## src/rtl/lathe_pkg.sv

```systemverilog
// Shared encodings and default 50 MHz timing for the lathe cycle sequencer.
package lathe_pkg;

  typedef enum logic [2:0] {
    IDLE     = 3'd0,
    SPIN_UP  = 3'd1,
    FEED     = 3'd2,
    DWELL    = 3'd3,
    RETRACT  = 3'd4,
    COMPLETE = 3'd5,
    FAULT    = 3'd6
  } state_t;

  localparam logic [1:0] FC_NONE       = 2'd0;
  localparam logic [1:0] FC_INTERLOCK  = 2'd1;
  localparam logic [1:0] FC_FEED_TO    = 2'd2;
  localparam logic [1:0] FC_RETRACT_TO = 2'd3;

  localparam int DEF_SPINUP_CYCLES = 150_000_000;
  localparam int DEF_DWELL_CYCLES  = 50_000_000;
  localparam int DEF_MOVE_TIMEOUT  = 500_000_000;
  localparam int DEF_BATCH_SIZE    = 5;
  localparam int DEF_TMR_W         = 29;

endpackage

```

## src/rtl/lathe_seq_timer.sv

```systemverilog
// Per-state cycle timer: restarts on every state change, flags the spin-up and dwell terminal counts.
module lathe_seq_timer #(
  parameter int TMR_W         = 29,
  parameter int SPINUP_CYCLES = 150_000_000,
  parameter int DWELL_CYCLES  = 50_000_000
) (
  input  logic             clk,
  input  logic             rst,
  input  logic             clr,
  input  logic             en,
  output logic [TMR_W-1:0] count,
  output logic             spinup_end,
  output logic             dwell_end
);

  // cycle counter, zeroed on the edge that enters a new state
  always_ff @(posedge clk or posedge rst) begin
    if (rst) begin
      count <= {TMR_W{1'b0}};
    end else if (clr) begin
      count <= {TMR_W{1'b0}};
    end else if (en) begin
      count <= count + {{(TMR_W-1){1'b0}}, 1'b1};
    end else begin
      count <= count;
    end
  end

  assign spinup_end = (count == TMR_W'(SPINUP_CYCLES - 1));
  assign dwell_end  = (count == TMR_W'(DWELL_CYCLES - 1));

endmodule

```

## src/rtl/lathe_cycle_sequencer.sv

```systemverilog
// Automatic turning-cycle sequencer with interlocks, move timeouts, manual jog and batch counting.
module lathe_cycle_sequencer
  import lathe_pkg::*;
#(
  parameter int SPINUP_CYCLES = DEF_SPINUP_CYCLES,
  parameter int DWELL_CYCLES  = DEF_DWELL_CYCLES,
  parameter int MOVE_TIMEOUT  = DEF_MOVE_TIMEOUT,
  parameter int BATCH_SIZE    = DEF_BATCH_SIZE,
  parameter int TMR_W         = DEF_TMR_W
) (
  input  logic       clk,
  input  logic       rst,
  input  logic       start,
  input  logic       stop,
  input  logic       estop,
  input  logic       door_closed,
  input  logic       AUTO,
  input  logic       MAN,
  input  logic       jog_fwd,
  input  logic       jog_rev,
  input  logic       limit_home,
  input  logic       limit_end,
  input  logic       count_clr,
  input  logic       fault_clr,
  output logic       spindle_en,
  output logic       feed_fwd,
  output logic       feed_rev,
  output logic       coolant_en,
  output logic       cycle_done,
  output logic       batch_done,
  output logic [7:0] part_count,
  output logic       fault,
  output logic [1:0] fault_code,
  output logic [2:0] state
);

  state_t           state_r;
  state_t           next_state_s;
  logic [1:0]       next_code_s;
  logic             stopped_r;
  logic             stop_set_s;
  logic [TMR_W-1:0] tmr_count_s;
  logic             spinup_end_s;
  logic             dwell_end_s;
  logic             move_end_s;
  logic             trip_s;
  logic             stop_req_s;
  logic             man_ok_s;
  logic [7:0]       count_next_s;
  logic             spindle_s;
  logic             coolant_s;
  logic             fwd_s;
  logic             rev_s;

  lathe_seq_timer #(
    .TMR_W        (TMR_W),
    .SPINUP_CYCLES(SPINUP_CYCLES),
    .DWELL_CYCLES (DWELL_CYCLES)
  ) u_timer (
    .clk       (clk),
    .rst       (rst),
    .clr       (next_state_s != state_r),
    .en        (1'b1),
    .count     (tmr_count_s),
    .spinup_end(spinup_end_s),
    .dwell_end (dwell_end_s)
  );

  assign move_end_s = (tmr_count_s == TMR_W'(MOVE_TIMEOUT - 1));
  assign trip_s     = estop | ~door_closed;
  // leaving auto mid-cycle is treated exactly like the stop button
  assign stop_req_s = stop | ~AUTO;
  assign state      = state_r;

  // next-state selection; interlock trip overrides every other transition
  always_comb begin
    next_state_s = state_r;
    next_code_s  = fault_code;
    stop_set_s   = 1'b0;
    if ((state_r != IDLE) && (state_r != FAULT) && trip_s) begin
      next_state_s = FAULT;
      next_code_s  = FC_INTERLOCK;
    end else begin
      case (state_r)
        IDLE: begin
          if (start && AUTO && !trip_s && limit_home && !batch_done && !count_clr) next_state_s = SPIN_UP;
          else next_state_s = IDLE;
        end
        SPIN_UP: begin
          if (stop_req_s) next_state_s = IDLE;
          else if (spinup_end_s) next_state_s = FEED;
          else next_state_s = SPIN_UP;
        end
        FEED: begin
          if (stop_req_s) begin
            next_state_s = RETRACT;
            stop_set_s   = 1'b1;
          end else if (limit_end) begin
            next_state_s = DWELL;
          end else if (move_end_s) begin
            next_state_s = FAULT;
            next_code_s  = FC_FEED_TO;
          end else begin
            next_state_s = FEED;
          end
        end
        DWELL: begin
          if (stop_req_s) begin
            next_state_s = RETRACT;
            stop_set_s   = 1'b1;
          end else if (dwell_end_s) begin
            next_state_s = RETRACT;
          end else begin
            next_state_s = DWELL;
          end
        end
        RETRACT: begin
          if (limit_home) begin
            next_state_s = stopped_r ? IDLE : COMPLETE;
          end else if (move_end_s) begin
            next_state_s = FAULT;
            next_code_s  = FC_RETRACT_TO;
          end else begin
            next_state_s = RETRACT;
          end
        end
        COMPLETE: next_state_s = IDLE;
        FAULT: begin
          if (fault_clr && !trip_s) begin
            next_state_s = IDLE;
            next_code_s  = FC_NONE;
          end else begin
            next_state_s = FAULT;
          end
        end
        default: begin
          next_state_s = IDLE;
          next_code_s  = FC_NONE;
        end
      endcase
    end
  end

  // part counter update: clear only when idle/faulted, saturating increment on entry to COMPLETE
  always_comb begin
    count_next_s = part_count;
    if (count_clr && ((state_r == IDLE) || (state_r == FAULT))) begin
      count_next_s = 8'd0;
    end else if ((next_state_s == COMPLETE) && (part_count < 8'(BATCH_SIZE))) begin
      count_next_s = part_count + 8'd1;
    end else begin
      count_next_s = part_count;
    end
  end

  // drive decode from the next state so outputs move on the same edge as the state
  always_comb begin
    spindle_s = 1'b0;
    coolant_s = 1'b0;
    fwd_s     = 1'b0;
    rev_s     = 1'b0;
    man_ok_s  = MAN & ~AUTO & ~trip_s;
    case (next_state_s)
      SPIN_UP: spindle_s = 1'b1;
      FEED: begin
        spindle_s = 1'b1;
        coolant_s = 1'b1;
        fwd_s     = 1'b1;
      end
      DWELL: begin
        spindle_s = 1'b1;
        coolant_s = 1'b1;
      end
      RETRACT: begin
        spindle_s = 1'b1;
        rev_s     = 1'b1;
      end
      IDLE: begin
        if (man_ok_s) begin
          spindle_s = start;
          fwd_s     = jog_fwd & ~jog_rev & ~limit_end;
          rev_s     = jog_rev & ~jog_fwd & ~limit_home;
        end else begin
          spindle_s = 1'b0;
          fwd_s     = 1'b0;
          rev_s     = 1'b0;
        end
      end
      default: begin
        spindle_s = 1'b0;
        coolant_s = 1'b0;
        fwd_s     = 1'b0;
        rev_s     = 1'b0;
      end
    endcase
  end

  // state, stopped-cycle flag, counter and all registered outputs
  always_ff @(posedge clk or posedge rst) begin
    if (rst) begin
      state_r    <= IDLE;
      stopped_r  <= 1'b0;
      part_count <= 8'd0;
      batch_done <= 1'b0;
      fault_code <= FC_NONE;
      fault      <= 1'b0;
      cycle_done <= 1'b0;
      spindle_en <= 1'b0;
      coolant_en <= 1'b0;
      feed_fwd   <= 1'b0;
      feed_rev   <= 1'b0;
    end else begin
      state_r    <= next_state_s;
      if (next_state_s == SPIN_UP) stopped_r <= 1'b0;
      else if (stop_set_s) stopped_r <= 1'b1;
      else stopped_r <= stopped_r;
      part_count <= count_next_s;
      batch_done <= (count_next_s == 8'(BATCH_SIZE));
      fault_code <= next_code_s;
      fault      <= (next_state_s == FAULT);
      cycle_done <= (next_state_s == COMPLETE);
      spindle_en <= spindle_s;
      coolant_en <= coolant_s;
      feed_fwd   <= fwd_s;
      feed_rev   <= rev_s;
    end
  end

endmodule

```

## config.mk

```make
export PLATFORM = sky130hd
export DESIGN_NAME = lathe_cycle_sequencer
export DESIGN_NICKNAME = d
export VERILOG_FILES = /design/src/rtl/lathe_pkg.sv /design/src/rtl/lathe_seq_timer.sv /design/src/rtl/lathe_cycle_sequencer.sv
export SDC_FILE = /design/constraint.sdc
export NUM_CORES = 1
export LEC_CHECK = 0
export CORE_UTILIZATION = 51
export CTS_CLUSTER_SIZE = 16
export DETAILED_ROUTE_END_ITERATION = 8
export GPL_TIMING_DRIVEN = 0
export PLACE_DENSITY = 0.71
export SLEW_MARGIN = 15
export SYNTH_ARGS = -nofsm -noshare
export SYNTH_HDL_FRONTEND = slang
export SYNTH_HIERARCHICAL = 1
export SYNTH_SLANG_ARGS = --single-unit
```

## constraint.sdc

```tcl
create_clock -name clk -period 8.4 [get_ports clk]
set_clock_uncertainty 0.05 [all_clocks]
set_input_delay 1.68 -clock clk [delete_from_list [all_inputs] [get_ports clk]]
set_output_delay 1.68 -clock clk [all_outputs]
set_load 0.05 [all_outputs]
```

==> impl_metrics.toml, run 1 <==
[status]
status = "finished clean"

[finish]
area_growth_syn_to_layout_pct = 17.9
drive_gt1_share_pct = 5.97
nets = 368
multi_input_area_sq_mm = 0.00153
final_cell_area_sq_mm = 0.00338
instances_no_fill = 422
diodes = 0
seqCellArea_sq_mm = 0.00125
nFillCells = 480
fin_util_pct = 64.1

[synth]
synth_nets = 328
yosys.area.top_type = "dfrtp_1"
yosys-top-cells-count = "dfrtp_1, nor2_1, a21oi_1, nand2_1"
synthTopCellsByArea = "dfrtp_1, a21oi_1, nor2_1, nand4_1, or4_1"
yosysWarnings = 6
yosysSeqAreaShare_pct = 43.6
synth-edff-count = 0
yosys_most_used_dff = "dfrtp_1"
yosysUniqueCellTypes = 52
synth-seq-cells = 50
synth_most_common_cell = "dfrtp_1"
synth_top_area_share_pct = 43.6
async_flop_share_pct = 100
avgSynthCellArea_sq_um = 9.22
syn_inst = 311
syn_area_sq_mm = 0.00287

[drt]
routed_wl_mm = 6.96
ant_nets = 0
drt_pass1_iterations = 5
drt-initial-drc-count = 261
drc = 0
wl_per_cell_um = 16.5
via_per_inst = 6.11
num_vias = 2577

[floorplan]
core_sq_mm = 0.00527
start_util_pct = 54.4
fp.dieArea_sq_mm = 0.00593
die_x_um = 77.0
boundaryPins = 34
rows = 26
die_height_um = 77.0

[worst_setup_path]
path_max_fanout = 10
cp-start-kind = "input port"
reg2reg_slack_ns = 4.12
cp.arrival_ns = 4.94
critPathKind = "input port to flip-flop"
critPathMaxStageDelay_ns = 0.48
crit_slowest_cell = "clkbuf_1"
path_common_cell = "clkbuf_1"
worstPathRequired_ns = 8.52
end_kind = "flip-flop"
path_cells = "clkdlybuf4s50_1 > nor2b_1 > a211oi_1 > nor3_1 > o41a_1 > nand2_1 > xnor2_1 > nand3_1 > clkbuf_1 > clkbuf_1 > nor2_1"

[clocking]
clock-sinks = 50
cts_tree = "yes"
h-tree-depth = 2
cts.path.max_buffers = 2
insertion_delay_ns = 0.30
postCtsHoldBufs = 0
clkSlewWorstSetupHoldPaths_ns = 0.08
post_cts_resized = 0
postCtsSetupBuffers = 0
clock-root-buffer = "clkbuf_8"
cts_made_buffers = 5

[place]
dpl.hpwl_mm = 4.94
dpl_cell_area_sq_mm = 0.00329
io_buffers = 33
dp_cells = 414
gp_congestion = 0.888

[global_route]
grt_use_total_pct = 25.2
grt_pass1_wl_mm = 11.9
grt_remaining_overflow = 0
grt_antenna_before_repair = 0
grt_pass1_vias = 2436
grt_max_degree = 30

[timing]
finalCritPeriodShare_pct = 57.4
fmax_mhz = 207
finalSetupViolations = 0
whs_ns = 0.471
final.setup.tns_ns = 0
hold_viol = 0
worstMarginPinSlew_ns = 0.779
slew_headroom_pct = 48.0
rsz0062_at_grt = "no"
fin_crit_ns = 4.82
slew_violations = 0

[pwr]
ir_drop_uv = 157
power_leakage_nw = 1.31
powerDensity_mw_per_mm2 = 256

[job]
maxCapViolations = 0

[hold_path]
hp-class = "flip-flop to flip-flop"
[cell usage in the layout (no fill, tap or decap), types with 8 or more instances in the layout]
cell type and count:
dfrtp_1 50, clkdlybuf4s50_1 33, nor2_1 31, a21oi_1 27
nand2_1 19, nand4_1 14, nand3_1 14, or4_1 11
clkbuf_1 10, o21ai_0 10, or3_1 9, xor2_1 8
xnor2_1 8, o31ai_1 8
[critical path: cells and delay by family]
family | cells | cell delay (ns)
buffers and inverters | 3 | 1.37
AND/OR/NAND/NOR | 5 | 1.18
AO/OA/AOI/OAI | 2 | 0.52
XOR/XNOR | 1 | 0.19
[sequential cells by signal, indices dropped and copies added (netlist names), 2 cells and up]
register	cells
fault_code	2
part_count	8
u_timer/count	29
state	3
[worst paths after layout]
check	to	cells after the start	start
max	u_timer/count[6]$_DFFE_PP0P_	11	door_closed
min	part_count[3]$_DFF_PP0_	1	part_count[3]$_DFF_PP0_
max reg2reg	u_timer/count[6]$_DFFE_PP0P_	14	u_timer/count[18]$_DFFE_PP0P_
min reg2reg	part_count[3]$_DFF_PP0_	1	part_count[3]$_DFF_PP0_
max in group asynchronous	part_count[6]$_DFF_PP0_	2	rst
min in group asynchronous	u_timer/count[3]$_DFFE_PP0P_	2	rst
[logic make-up after synthesis]
group	Yosys count	synth area share [%]
compound gates	68	15.6
xor+xnor	16	4.89
fa+ha+maj	3	1.31
buf+inv	21	2.88
flops	50	43.6
mux	2	0.698
other cells	1	0.131
simple gates	150	30.9
[final cells by class]
class                           instances  share of cell area [%]
Multi-Input combinational cell        240                    45.4
Sequential cell                        50                    37.0
Timing Repair Buffer                   33                    9.77
Tap cell                               70                    2.59
Clock buffer                            6                    2.44
Buffer                                 13                    1.55
Inverter                                8                   0.888
Clock inverter                          2                   0.370
[routing by layer]
| metal | share of wire, % | track usage [%] |
|---|---|---|
| met1 | 48 | 37.2 |
| met2 | 45 | 37.9 |
| met3 | 5.5 | 4.29 |
| met4 | 0.72 | 6.60 |
| met5 | 0 | 0 |
[per-stage QoR]
| stage | setup WS (ns) | power, mW |
|---|---|---|
| after floorplan | 4.54 | 0.590 |
| after global placement | 3.39 | 0.715 |
| after detailed placement | 3.35 | 0.721 |
| after CTS | 3.66 | 0.869 |
| after global routing | 3.39 | 0.919 |
| final | 3.58 | 0.866 |
[power breakdown]
part | switching, mW | internal, mW | leakage, nW
combinational | 0.306 | 0.128 | 0.584
clock | 0.0807 | 0.0663 | 0.0472
sequential | 0.0181 | 0.267 | 0.679
Note: power is estimated with default switching activity, not from simulation.
==> inputs of run 2 (changes only) <==
--- a/config.mk
+++ b/config.mk
@@ -5,11 +5,11 @@
 export SDC_FILE = /design/constraint.sdc
 export NUM_CORES = 1
 export LEC_CHECK = 0
-export CORE_UTILIZATION = 51
+export CORE_UTILIZATION = 50
 export CTS_CLUSTER_SIZE = 16
 export DETAILED_ROUTE_END_ITERATION = 8
 export GPL_TIMING_DRIVEN = 0
-export PLACE_DENSITY = 0.71
+export PLACE_DENSITY = 0.72
 export SLEW_MARGIN = 15
 export SYNTH_ARGS = -nofsm -noshare
 export SYNTH_HDL_FRONTEND = slang
==> constraint.sdc (replaced) <==
create_clock -name clk -period 4 [get_ports clk]
set_clock_uncertainty 0.05 [all_clocks]
set_input_delay 0.8 -clock clk [delete_from_list [all_inputs] [get_ports clk]]
set_output_delay 0.8 -clock clk [all_outputs]
set_load 0.05 [all_outputs]
==> impl_metrics.toml, run 2 (synthesis gave the netlist of run 1 again) <==
[timing]
worstMarginPinSlew_ns = 0.774
finalSetupViolations = 0
slew_violations = 0
fmax_mhz = 272
rsz0062_at_grt = "no"
slew_headroom_pct = 48.3
finalCritPeriodShare_pct = 92.0
whs_ns = 0.472
fin_crit_ns = 3.68
hold_viol = 0
final.setup.worst_slack_ns = 0.319

[worst_setup_path]
reg2reg_slack_ns = 0.32
critPathKind = "flip-flop to flip-flop"
path_max_fanout = 10
crit_slowest_cell = "or4_1"
cp-start-kind = "flip-flop"
end_kind = "flip-flop"
worstPathRequired_ns = 4.18
cp.arrival_ns = 3.87
critPathMaxStageDelay_ns = 0.53
path_cells = "or4_1 > nor4_1 > nand4_1 > nor4_2 > nand2_1 > a22o_1 > a21oi_1 > o31a_1 > nand2_1 > xnor2_1 > nand3_2 > buf_2 > clkbuf_2 > a21oi_1"

[place]
gp_congestion = 0.908
dpl.hpwl_mm = 4.97
dpl_cell_area_sq_mm = 0.00329
io_buffers = 33
dp_cells = 416
post-place-ws_ns = -0.279

[pwr]
ir_drop_uv = 315
p_sw_mw = 0.848
power_leakage_nw = 1.32
swShare_pct = 46.5
pwr-share-comb_pct = 50.7
p_seq_share_pct = 32.9
p_clk_share_pct = 16.4
powerDensity_mw_per_mm2 = 537
p_total_mw = 1.82
internal-power_mw = 0.976

[clocking]
postCtsHoldBufs = 0
clock-sinks = 50
clkSlewWorstSetupHoldPaths_ns = 0.09
cts.path.max_buffers = 2
insertion_delay_ns = 0.31
clock-root-buffer = "clkbuf_8"
cts_made_buffers = 5
h-tree-depth = 2
cts_tree = "yes"

[hold_path]
hp-class = "flip-flop to flip-flop"

[finish]
largest_register_ffs = 29
mostFrequentLayoutCells = "dfrtp_1, clkdlybuf4s50_1, nor2_1"
drive_gt1_share_pct = 7.37
nets = 369
area_growth_syn_to_layout_pct = 18.5
top_register = "u_timer/count"
final_common_cell = "dfrtp_1"
final_cell_area_sq_mm = 0.00340
diodes = 0
instances_no_fill = 425

[global_route]
grt_antenna_before_repair = 0
grt_remaining_overflow = 0
grt_use_total_pct = 24.5
grt_pass1_wl_mm = 11.6
grt_max_degree = 30
grt_pass1_vias = 2385

[status]
status = "finished clean"

[drt]
drt_pass1_iterations = 5
num_vias = 2589
drt-initial-drc-count = 245
wl_per_cell_um = 16.2
routed_wl_mm = 6.87
drc = 0
via_per_inst = 6.09
ant_nets = 0

[floorplan]
boundaryPins = 34
core_sq_mm = 0.00551
rows = 27
die_x_um = 77.7
fp.dieArea_sq_mm = 0.00604
start_util_pct = 52.1
die_height_um = 77.7

[job]
maxCapViolations = 0
-- run 2: changes by cell type in the layout (fill, tap and decap cells not counted), sizes merged --
cell / delta
buf: +2
clkbuf: -1
clkinv: +1
clkinvlp: -1
-- run 2: area by class of cell --
type | instances | area, sq um
Sequential cell | 50 | 1250
Multi-Input combinational cell | 240 | 1550
Tap cell | 72 | 90.1
Buffer | 13 | 56.3
Fill cell | 483 | 2110
Inverter | 8 | 30.0
Clock buffer | 6 | 72.6
Clock inverter | 2 | 13.8
Timing Repair Buffer | 34 | 338
-- run 2: worst max-delay path: cells and delay by family, from the launching register on --
family          cells  cell delay, ns
simple gates        7            1.67
buf+inv             2            0.49
xor+xnor            1            0.22
compound gates      4            0.73
flops               1            0.45
-- run 2: repair_timing --
item | 4_1_cts | 5_1_grt
setup buffers | 0 | 1
resized for setup | 3 | 3
pin swaps | 0 | 1
setup endpoints to repair | 20 | 29
-- run 2: final timing paths --
path | startpoint | to | depth (start not counted)
min | part_count[5]$_DFF_PP0_ | part_count[5]$_DFF_PP0_ | 1
max reg2reg | u_timer/count[9]$_DFFE_PP0P_ | u_timer/count[19]$_DFFE_PP0P_ | 14
max in group asynchronous | rst | fault_code[0]$_DFFE_PP0P_ | 2
max | u_timer/count[9]$_DFFE_PP0P_ | u_timer/count[19]$_DFFE_PP0P_ | 14
min in group asynchronous | rst | u_timer/count[4]$_DFFE_PP0P_ | 2
min reg2reg | part_count[5]$_DFF_PP0_ | part_count[5]$_DFF_PP0_ | 1
-- run 2: power by group through the flow --
stage                     sequential, mW  combinational, mW  clock [mW]
after floorplan                    0.746              0.493           0
after global placement             0.608              0.885           0
after detailed placement           0.611              0.891           0
after CTS                          0.601              0.905       0.305
after global routing               0.607               1.02       0.325
final                              0.600              0.926       0.299
-- run 2: metrics by stage --
stage                     TNS [ns]  util [%]
after floorplan                  0         -
after global placement       -3.88      59.7
after detailed placement     -5.11      59.7
after CTS                        0      61.3
after global routing             0      61.7
final                            0      61.7
-- run 2: routing by layer --
metal | vias to the layer above | wire (um) | global-route usage (%)
met2 | 80 | 3230 | 39.4
met4 | 0 | 72 | 7.74
met1 | 1265 | 3140 | 33.4
met5 | - | 0 | 0
met3 | 7 | 424 | 4.47
li1 | 1237 | - | -
